$ cat src/rtl/pe_pkt_loader.sv
// PE-row packet source: keeps three kernel rows and, per accepted 5x5 spike timestep,
// streams the kernel packets (only when changed) followed by the five ifmap-row packets.
package pe_pkt_loader_pkg;
  localparam int unsigned ADDR_W    = 4;
  localparam int unsigned TYPE_W    = 2;
  localparam int unsigned PAYLOAD_W = 24;
  localparam int unsigned PKT_W     = ADDR_W + ADDR_W + TYPE_W + PAYLOAD_W;

  typedef struct packed {
    logic [ADDR_W-1:0]    src;
    logic [ADDR_W-1:0]    dst;
    logic [TYPE_W-1:0]    ptype;
    logic [PAYLOAD_W-1:0] payload;
  } pkt_t;
endpackage

module pe_pkt_loader
  import pe_pkt_loader_pkg::*;
#(
  parameter logic [ADDR_W-1:0] SRC_ADDR    = 4'b0000,
  parameter logic [ADDR_W-1:0] PE1_ADDR    = 4'b0010,
  parameter logic [ADDR_W-1:0] PE2_ADDR    = 4'b0110,
  parameter logic [ADDR_W-1:0] PE3_ADDR    = 4'b1010,
  parameter logic [TYPE_W-1:0] INPUT_TYPE  = 2'b00,
  parameter logic [TYPE_W-1:0] KERNEL_TYPE = 2'b01
) (
  input  logic             clk,
  input  logic             reset,
  input  logic             flt_we,
  input  logic [1:0]       flt_idx,
  input  logic [23:0]      flt_wdata,
  input  logic             ts_valid,
  output logic             ts_ready,
  input  logic [24:0]      ts_ifmap,
  output logic             pkt_valid,
  input  logic             pkt_ready,
  output logic [PKT_W-1:0] pkt_data,
  output logic             ts_done,
  output logic             busy
);

  localparam int unsigned KROW_W = 24;
  localparam int unsigned ROW_W  = 5;
  localparam int unsigned MAP_W  = 25;
  localparam int unsigned CNT_W  = 3;

  typedef enum logic [1:0] {IDLE, KERNEL, IFMAP, DONE} state_t;

  state_t                   state_q, state_n;
  logic [CNT_W-1:0]         cnt_q, cnt_n;
  logic [2:0][KROW_W-1:0]   krow_q, krow_n;
  logic                     kdirty_q, kdirty_n;
  logic [MAP_W-1:0]         ifmap_q, ifmap_n;
  pkt_t                     pkt_q, pkt_n;
  logic                     pkt_valid_n, ts_done_n, ts_ready_n, busy_n;
  logic                     xfer;

  function automatic pkt_t make_pkt(input logic [ADDR_W-1:0] dst,
                                    input logic [TYPE_W-1:0] ptype,
                                    input logic [PAYLOAD_W-1:0] payload);
    pkt_t p;
    p.src     = SRC_ADDR;
    p.dst     = dst;
    p.ptype   = ptype;
    p.payload = payload;
    return p;
  endfunction

  function automatic pkt_t kernel_pkt(input logic [CNT_W-1:0] sel,
                                      input logic [2:0][KROW_W-1:0] krow);
    pkt_t p;
    case (sel)
      3'd0:    p = make_pkt(PE1_ADDR, KERNEL_TYPE, krow[0]);
      3'd1:    p = make_pkt(PE2_ADDR, KERNEL_TYPE, krow[1]);
      default: p = make_pkt(PE3_ADDR, KERNEL_TYPE, krow[2]);
    endcase
    return p;
  endfunction

  // Rows 2..4 all go to PE3; the row is zero-extended into the payload.
  function automatic pkt_t ifmap_pkt(input logic [CNT_W-1:0] sel,
                                     input logic [MAP_W-1:0] map);
    logic [ROW_W-1:0]  row;
    logic [ADDR_W-1:0] dst;
    row = map[4:0];
    dst = PE1_ADDR;
    case (sel)
      3'd0:    begin row = map[4:0];   dst = PE1_ADDR; end
      3'd1:    begin row = map[9:5];   dst = PE2_ADDR; end
      3'd2:    begin row = map[14:10]; dst = PE3_ADDR; end
      3'd3:    begin row = map[19:15]; dst = PE3_ADDR; end
      default: begin row = map[24:20]; dst = PE3_ADDR; end
    endcase
    return make_pkt(dst, INPUT_TYPE, PAYLOAD_W'(row));
  endfunction

  assign xfer     = pkt_valid && pkt_ready;
  assign pkt_data = pkt_q;

  // State and output registers.
  always_ff @(posedge clk or posedge reset) begin
    if (reset) begin
      state_q   <= IDLE;
      cnt_q     <= '0;
      krow_q    <= '0;
      kdirty_q  <= 1'b1;
      ifmap_q   <= '0;
      pkt_q     <= '0;
      pkt_valid <= 1'b0;
      ts_done   <= 1'b0;
      ts_ready  <= 1'b0;
      busy      <= 1'b0;
    end else begin
      state_q   <= state_n;
      cnt_q     <= cnt_n;
      krow_q    <= krow_n;
      kdirty_q  <= kdirty_n;
      ifmap_q   <= ifmap_n;
      pkt_q     <= pkt_n;
      pkt_valid <= pkt_valid_n;
      ts_done   <= ts_done_n;
      ts_ready  <= ts_ready_n;
      busy      <= busy_n;
    end
  end

  // Next state; the next packet is loaded into the output register on each handshake.
  always_comb begin
    state_n     = state_q;
    cnt_n       = cnt_q;
    krow_n      = krow_q;
    kdirty_n    = kdirty_q;
    ifmap_n     = ifmap_q;
    pkt_n       = pkt_q;
    pkt_valid_n = pkt_valid;
    ts_done_n   = 1'b0;
    case (state_q)
      IDLE: begin
        if (flt_we) begin
          case (flt_idx)
            2'd0:    begin krow_n[0] = flt_wdata; kdirty_n = 1'b1; end
            2'd1:    begin krow_n[1] = flt_wdata; kdirty_n = 1'b1; end
            2'd2:    begin krow_n[2] = flt_wdata; kdirty_n = 1'b1; end
            default: ;
          endcase
        end
        // A same-cycle kernel write is bypassed into the first kernel packet.
        if (ts_valid && ts_ready) begin
          ifmap_n     = ts_ifmap;
          cnt_n       = '0;
          pkt_valid_n = 1'b1;
          if (kdirty_n) begin
            state_n = KERNEL;
            pkt_n   = kernel_pkt(3'd0, krow_n);
          end else begin
            state_n = IFMAP;
            pkt_n   = ifmap_pkt(3'd0, ts_ifmap);
          end
        end
      end
      KERNEL: begin
        if (xfer) begin
          if (cnt_q == 3'd2) begin
            kdirty_n = 1'b0;
            cnt_n    = '0;
            state_n  = IFMAP;
            pkt_n    = ifmap_pkt(3'd0, ifmap_q);
          end else begin
            cnt_n = cnt_q + 3'd1;
            pkt_n = kernel_pkt(cnt_n, krow_q);
          end
        end
      end
      IFMAP: begin
        if (xfer) begin
          if (cnt_q == 3'd4) begin
            state_n     = DONE;
            pkt_valid_n = 1'b0;
            ts_done_n   = 1'b1;
          end else begin
            cnt_n = cnt_q + 3'd1;
            pkt_n = ifmap_pkt(cnt_n, ifmap_q);
          end
        end
      end
      DONE:    state_n = IDLE;
      default: state_n = IDLE;
    endcase
    ts_ready_n = (state_n == IDLE);
    busy_n     = (state_n != IDLE);
  end

endmodule

$ cat config.mk
export PLATFORM = sky130hd
export DESIGN_NAME = pe_pkt_loader
export DESIGN_NICKNAME = d
export VERILOG_FILES = /design/src/rtl/pe_pkt_loader.sv
export SDC_FILE = /design/constraint.sdc
export NUM_CORES = 1
export LEC_CHECK = 0
export ABC_AREA = 1
export ABC_CLOCK_PERIOD_IN_PS = 6400
export CAP_MARGIN = 40
export CORE_AREA = 3 3 106 159
export CTS_CLUSTER_DIAMETER = 30
export DETAILED_ROUTE_END_ITERATION = 10
export DIE_AREA = 0 0 109 162
export GPL_TIMING_DRIVEN = 0
export PLACE_DENSITY = 0.65
export SYNTH_ARGS = -nofsm -noshare
export SYNTH_HDL_FRONTEND = slang
export SYNTH_SLANG_ARGS = --single-unit
$ cat constraint.sdc
create_clock -name clk -period 6.4 [get_ports clk]
set_input_delay 0.96 -clock clk [delete_from_list [all_inputs] [get_ports clk]]
set_output_delay 0.96 -clock clk [all_outputs]
set_load 0.005 [all_outputs]
# == After elaboration in Yosys (flattened, before gate mapping) ==
# Index checks and enable logic that the tools add are counted.
# word_totals
ff_bits,141
input_bits,56
output_inout_bits,38
word_cells,87
# classes
addsub,1
eq_ne,16
n_mux,38
reduce_logical,17
# ops
operator,n
$mux W34,4
$pmux W34 S3,1
$pmux W30 S2,1
$mux W24,2
$mux W30,1
$mux W25,1
$pmux W5 S4,1
$mux W3,5
$mux W2,6
$ne A2 B2 Y1 const B,6
$mux W1,11
$eq A3 B2 Y1 const B,3
$pmux W3 S3,1
$reduce_and A3 Y1,3
$pmux W2 S4,1
$pmux W4 S2,1
$eq A2 B2 Y1 const B,3
$logic_not A2 Y1,3
$reduce_bool A2 Y1,3
$reduce_and A5 Y1,1
$eq A2 B1 Y1 const B,2
$pmux W1 S2,2
$reduce_and A4 Y1,1
$add A3 B1 Y3 const B,1
7 further kinds,8

# == Logic depth before layout (Yosys ltp) ==
# Gate-level depths: netlist of run 1.
# logic_depth
depth_word,9
depth_mapped,13
depth_no_buf,12

# == Worst setup path before layout of run 1 ==
# Ideal clock, no wire load.
# synth_path
kind,input-to-reg
startpoint,input flt_we
endpoint,"register pkt_q, in the netlist pkt_data[23]"
setup_ps,122
arrival_ps,1896
required_ps,6278
path_slack_ps,4382
path_stages,9
n_path_buf,2
cell_sequence,inv_1 nor2_2 nand2_2 buf_6 buf_6 o21ai_0 nor2_1 nor2_1 a21oi_1
# synth_via
elab_chain_cells,5
elab_cells_between_ends,6
cone_classes,mux: 6
# synth_rtl
item,line_no,source
from (decl),29,"input logic flt_we,"
$mux W1,139,if (flt_we) begin
$mux W1,137,case (state_q)
$mux W25 *,152,if (kdirty_n) begin
$mux W34 *,148,if (ts_valid && ts_ready) begin
$pmux W34 S3 *,137,
to (signal assigned),119,pkt_q <= pkt_n;
to (decl),54,"pkt_t pkt_q, pkt_n;"
# Mark *: on every way between the ends. The rest lies on a longest branch, timed or not. The select of a mux whose other input is x is not followed.
# A chain may end at the register's enable or synchronous reset.

# == Worst setup path in the final report of run 1 ==
# layout_path
startpoint,input flt_idx[1]
endpoint,register krow_q[46] (netlist bit)
# layout_via
elab_chain_cells,2
# layout_rtl
item,line_no,source
from (decl),30,"input logic [1:0] flt_idx,"
$eq A2 B1 Y1,140,case (flt_idx)
$reduce_and A3 Y1 (no source line),--,
to (signal assigned),116,krow_q <= krow_n;
to (decl),51,"logic [2:0][KROW_W-1:0] krow_q, krow_n;"
# No other way between the ends.

==> results.yml, run 1 <==
drt:
  first_pass_iters: 5
  drc_errors: 0
  wl_per_cell_um: 15.8
  num_vias: 5998
  drt_wl_total_um: 18900
  viasPerCell: 5.02
  drtIter0Drc: 342
  drtAntennaViolNets: 0
worst_hold_path:
  hold_end: "ifmap_q[12]"
  whs_path_depth: 2
  hp-start: "ifmap_q[12]"
  hp-class: "flop to flop"
floorplan:
  die-area_sq_um: 17700
  design.core.area_sq_um: 15600
  initial_core_util_pct: 43.6
  rows: 56
  pin_count: 94
  die_w_um: 109
  dieHeight_um: 162
logic_synthesis:
  synthCells: 868
  syn-mean-instance-area_sq_um: 7.85
  synthTopCellsByArea: "dfrtp_1 49%, nand2_1 17%, o21ai_0 6.5%"
  synthDistinctLibCells: 31
  ys_ff_latch: 135
  synth_largest_area_cell: "dfrtp_1"
  seq_area_frac_synth_pct: 49.6
  netlist_area_sq_um: 6820
  synth_warnings: 0
  synth_top_area_share_pct: 49.2
power_and_ir_drop:
  p_switching_mw: 0.434
  vdd_drop_max_mv: 0.145
  p_int_mw: 1.56
  seqPwrFrac_pct: 42.8
  p_sw_share_pct: 21.8
  pwr-share-comb_pct: 3.9
  clkPwrFrac_pct: 53.3
  power_density_nw_per_um2: 231
  finalPower_mw: 1.99
  power_leakage_nw: 4.49
setup_path:
  required_ps: 6670
  reg2reg_setup_slack_ps: 4230
  r2r_end: "cnt_q[1]"
  path_class: "primary input to flop"
  crit_path_end_kind: "flop"
  r2r_cells: 11
  path_max_fanout: 10
  r2r_start: "state_q[0]"
  worstSetupStartpointType: "primary input"
  cp.arrival_ps: 2670
place:
  portBuffers: 87
  dpl.cell_count: 1164
  gp_congestion: 0.841
  place_area_sq_um: 7990
  hpwlAfterDp_um: 13400
  pre_cts_slack_ps: 3580
cts:
  htreeDepth: 4
  clk_pin_slew_ps: 60
  cts_resized: 0
  cts_buffers: 17
  insertion_delay_ps: 420
  hold_buffers: 0
  cts_root_buf: "clkbuf_16"
  clockBufferDepth: 2
  cts.sinks: 135
  cts_tree: "done"
  postCtsSetupRepairBufs: 0
timing:
  finClkSkew_ps: 8.75
  setup_viol: 0
  tightest_slew_ps: 742
  slew_viol_final: 0
  fmax_mhz: 417
  fin_tns_setup_ps: 0
  rsz0062_at_grt: "no"
  max-slew-margin-rel_pct: 50.5
  finalWorstSetupSlack_ps: 4000
  post-route-period-util_pct: 37.5
  hold_violations: 0
  min_period_ps: 2400
grt:
  track_usage_pct: 22.7
  grt_max_degree: 79
  grt_overflow: 0
  grt_pass1_wl_um: 31100
  grt_antenna_before_repair: 0
  grt_pass1_vias: 6141
final_layout:
  mostFrequentLayoutCells: "310 x nand2_1, 134 x dfrtp_1, 89 x o21ai_0"
  layout.cells.most_common: "nand2_1"
  fillers: 1477
  fin_area_sq_um: 8630
  multi_input_area_sq_um: 2880
  n_antenna_cell: 0
  area_growth_pct: 26.6
  fin_nets: 1045
  drive_gt1_share_pct: 10.1
  fin_cells: 1196
  regArea_sq_um: 3380
outcome:
  status: "finished clean"
run:
  max_cap_viol_count: 0
## area by class of cell
cell class / count / share of cell area (%)
Timing Repair Buffer: 88 / 10.4
Clock buffer: 19 / 5.13
Buffer: 52 / 3.83
Tap cell: 203 / 2.94
Clock inverter: 13 / 2.25
Inverter: 64 / 2.86
Multi-Input combinational cell: 622 / 33.4
Sequential cell: 135 / 39.2
## sequential cells by signal (all words and copies together), names as in the netlist, 2 cells and up
| name | flops |
|---|---|
| cnt_q | 3 |
| state_q | 2 |
| ifmap_q | 25 |
| krow_q | 72 |
| pkt_data | 28 |
## kinds of logic after synthesis
| kind of cell | after synthesis | synth area share [%] |
|---|---|---|
| buf+inv | 116 | 8.39 |
| flops | 135 | 49.6 |
| compound gates | 164 | 13.8 |
| simple gates | 443 | 26.5 |
| fa+ha+maj | 9 | 1.65 |
| other cells | 1 | 0.0550 |
## stage by stage
stage	utilization, %	hold slack, ps
after floorplan	-	443
after global placement	50.9	459
after detailed placement	51.1	462
after CTS	55.2	479
after global routing	55.2	496
final	55.2	472
## cell usage after synthesis, drive strengths merged
master / instances
nand2: 317
dfrtp: 134
o21ai: 104
nor2: 73
inv: 63
nand3: 49
a21oi: 37
buf: 34
o211ai: 19
clkbuf: 18
ha: 9
nor3: 2
o22ai: 2
a21boi: 1
clkinv: 1
conb: 1
dfstp: 1
nand4: 1
o221ai: 1
or2: 1
## routing by layer
metal / wire length (um) / global-route usage (%) / vias up
met5: 0 / 0 / -
met2: 10000 / 40.3 / 143
li1: - / - / 2982
met3: 638 / 2.94 / 27
met4: 461 / 8.85 / 0
met1: 7800 / 27.6 / 2846
## worst max-delay path: stages
cell and delay (ps):
clkdlybuf4s50_1 530, nor2_1 110, nand3_1 150, buf_2 280, clkbuf_1 460, o21ai_0 170
## worst max-delay path by stage
stage	slack, ps	cells past startpoint	start	endpoint
CTS	4010	9	flt_idx[0]	pkt_data[5]
global placement	-260	2	reset	busy
floorplan	1830	1	reset	busy
global route	3870	8	flt_we	krow_q[28]
finish	4000	6	flt_idx[1]	krow_q[46]
detailed placement	3580	9	flt_idx[0]	pkt_data[5]
## power groups by stage
stage / Clock (mW) / Combinational, mW / Sequential, mW
2_1_floorplan: 0 / 0.0288 / 0.869
3_3_place_gp: 0 / 0.0771 / 0.869
3_5_place_dp: 0 / 0.0794 / 0.869
4_1_cts: 1.08 / 0.0799 / 0.853
5_1_grt: 1.11 / 0.0868 / 0.853
6_report: 1.06 / 0.0782 / 0.854
Note: power is estimated with default switching activity, not from simulation.
==> run 2: changes to the inputs <==
ABC_CLOCK_PERIOD_IN_PS = 2200   (was 6400)
PLACE_DENSITY = 0.68   (was 0.65)
clock period = 2.2 ns   (was 6.4 ns; I/O delays follow)
==> run 2 against run 1 <==
Against the previous run: routed wire length down 1.7%; clock skew shrank 0.56 ps; via count down 0.42%; clock-buffer cell count unchanged.
==> results.yml, run 2 (synthesis gave the netlist of run 1 again) <==
setup_path:
  critPathBufInv: 4
  path_max_fanout: 10
  crit_chain: "inv_1 > ha_1 > buf_4 > nand3_1 > buf_2 > clkbuf_1 > o21ai_0"
  reg2reg_setup_slack_ps: 120
  worstSetupStartpointType: "flop"
  crit_slowest_cell: "clkbuf_1"
  cp.arrival_ps: 2350
  crit_path_end_kind: "flop"
  path_class: "flop to flop"
  slowest_delay_ps: 440
  required_ps: 2470
  crit_family: "buffers and inverters"
place:
  portBuffers: 87
  dpl.cell_count: 1167
  hpwlAfterDp_um: 13700
  gp_congestion: 0.877
  pre_cts_slack_ps: 33.2
  place_area_sq_um: 8050
outcome:
  status: "finished clean"
drt:
  viasPerCell: 4.99
  wl_per_cell_um: 15.5
  drtIter0Drc: 245
  num_vias: 5973
  drc_errors: 0
  first_pass_iters: 5
  drt_wl_total_um: 18600
  drtAntennaViolNets: 0
timing:
  slew_viol_final: 0
  fin_tns_setup_ps: 0
  rsz0062_at_grt: "no"
  max-slew-margin-rel_pct: 50.0
  min_period_ps: 2080
  finClkSkew_ps: 8.19
  finalWorstSetupSlack_ps: 121
  fmax_mhz: 481
  post-route-period-util_pct: 94.5
  hold_violations: 0
  setup_viol: 0
  tightest_slew_ps: 743
cts:
  cts_tree: "done"
  postCtsSetupRepairBufs: 0
  clk_pin_slew_ps: 60
  cts.sinks: 135
  htreeDepth: 4
  insertion_delay_ps: 420
  cts_root_buf: "clkbuf_16"
  clockBufferDepth: 2
  cts_buffers: 17
power_and_ir_drop:
  vdd_drop_max_mv: 0.419
  power_density_nw_per_um2: 629
  power_leakage_nw: 4.47
worst_hold_path:
  hp-class: "primary input to asynchronous set/reset pin"
grt:
  grt_pass1_vias: 6136
  use_met1_pct: 25.8
  grt_max_degree: 36
  busiest_layer: "met2"
  track_usage_pct: 22.1
  use_met2_pct: 39.5
  grt_overflow: 0
  grt_pass1_wl_um: 30400
  grt_antenna_before_repair: 0
  use_met3_pct: 3.22
final_layout:
  layout.cells.most_common: "nand2_1"
  fillers: 1513
  fin_area_sq_um: 8630
  top_register: "krow_q"
  mostFrequentLayoutCells: "310 x nand2_1, 133 x dfrtp_1, 89 x o21ai_0"
  area_growth_pct: 26.7
  n_antenna_cell: 0
  post-route-util_pct: 55.3
  fin_nets: 1047
  largest_reg_flops: 72
  fin_cells: 1198
  drive_gt1_share_pct: 10.7
floorplan:
  design.core.area_sq_um: 15600
  die-area_sq_um: 17700
  initial_core_util_pct: 43.6
  die_w_um: 109
  pin_count: 94
  rows: 56
  dieHeight_um: 162
run:
  max_cap_viol_count: 0
-- run 2: power by group --
part	internal (mW)	switching (mW)	leakage (nW)
Sequential	2.48	0	1.74
Combinational	0.123	0.116	2.47
Clock	1.59	1.12	0.266
-- run 2: routing by layer --
metal	part of all wire (%)	vias up
met5	0	-
met4	2.9	0
met3	4.3	36
met2	54	167
met1	39	2789
li1	-	2981
-- run 2: metrics by stage --
stage               power (mW)  hold slack [ps]
finish                    5.43              289
global route              5.63              324
global placement          2.75              458
detailed placement        2.77              457
CTS                       5.49              284
floorplan                 2.61              443
-- run 2: worst reg2reg max path, cell delays in order (launching register included) --
cell and delay, ps:
dfrtp_1 400, inv_1 100, ha_1 230, buf_4 180
nand3_1 170, buf_2 250, clkbuf_1 440, o21ai_0 160
-- run 2: worst paths after layout --
path,startpoint,end,cells past startpoint
hold reg to reg,pkt_data[27],pkt_data[27],1
min in group clk,ts_ifmap[12],ifmap_q[12],3
hold / removal,reset,pkt_data[20],2
setup reg to reg,state_q[0],krow_q[45],7
setup / recovery,state_q[0],krow_q[45],7
max in group asynchronous,reset,cnt_q[0],4
-- run 2: repair_timing --
| action | CTS | global route |
|---|---|---|
| setup endpoints to repair | 0 | 31 |
| resized for setup | 0 | 7 |
| hold buffers | 0 | 0 |
-- run 2: cell type report --
cell class | instances | area [sq um] | area share [%]
repair buffers | 91 | 958 | 11.1
plain buffers | 51 | 332 | 3.84
inverters | 64 | 246 | 2.86
well taps | 203 | 254 | 2.94
multi-input cells | 622 | 2900 | 33.6
flip-flops and latches | 135 | 3380 | 39.2
clock buffers | 19 | 443 | 5.13
clock inverters | 13 | 123 | 1.42
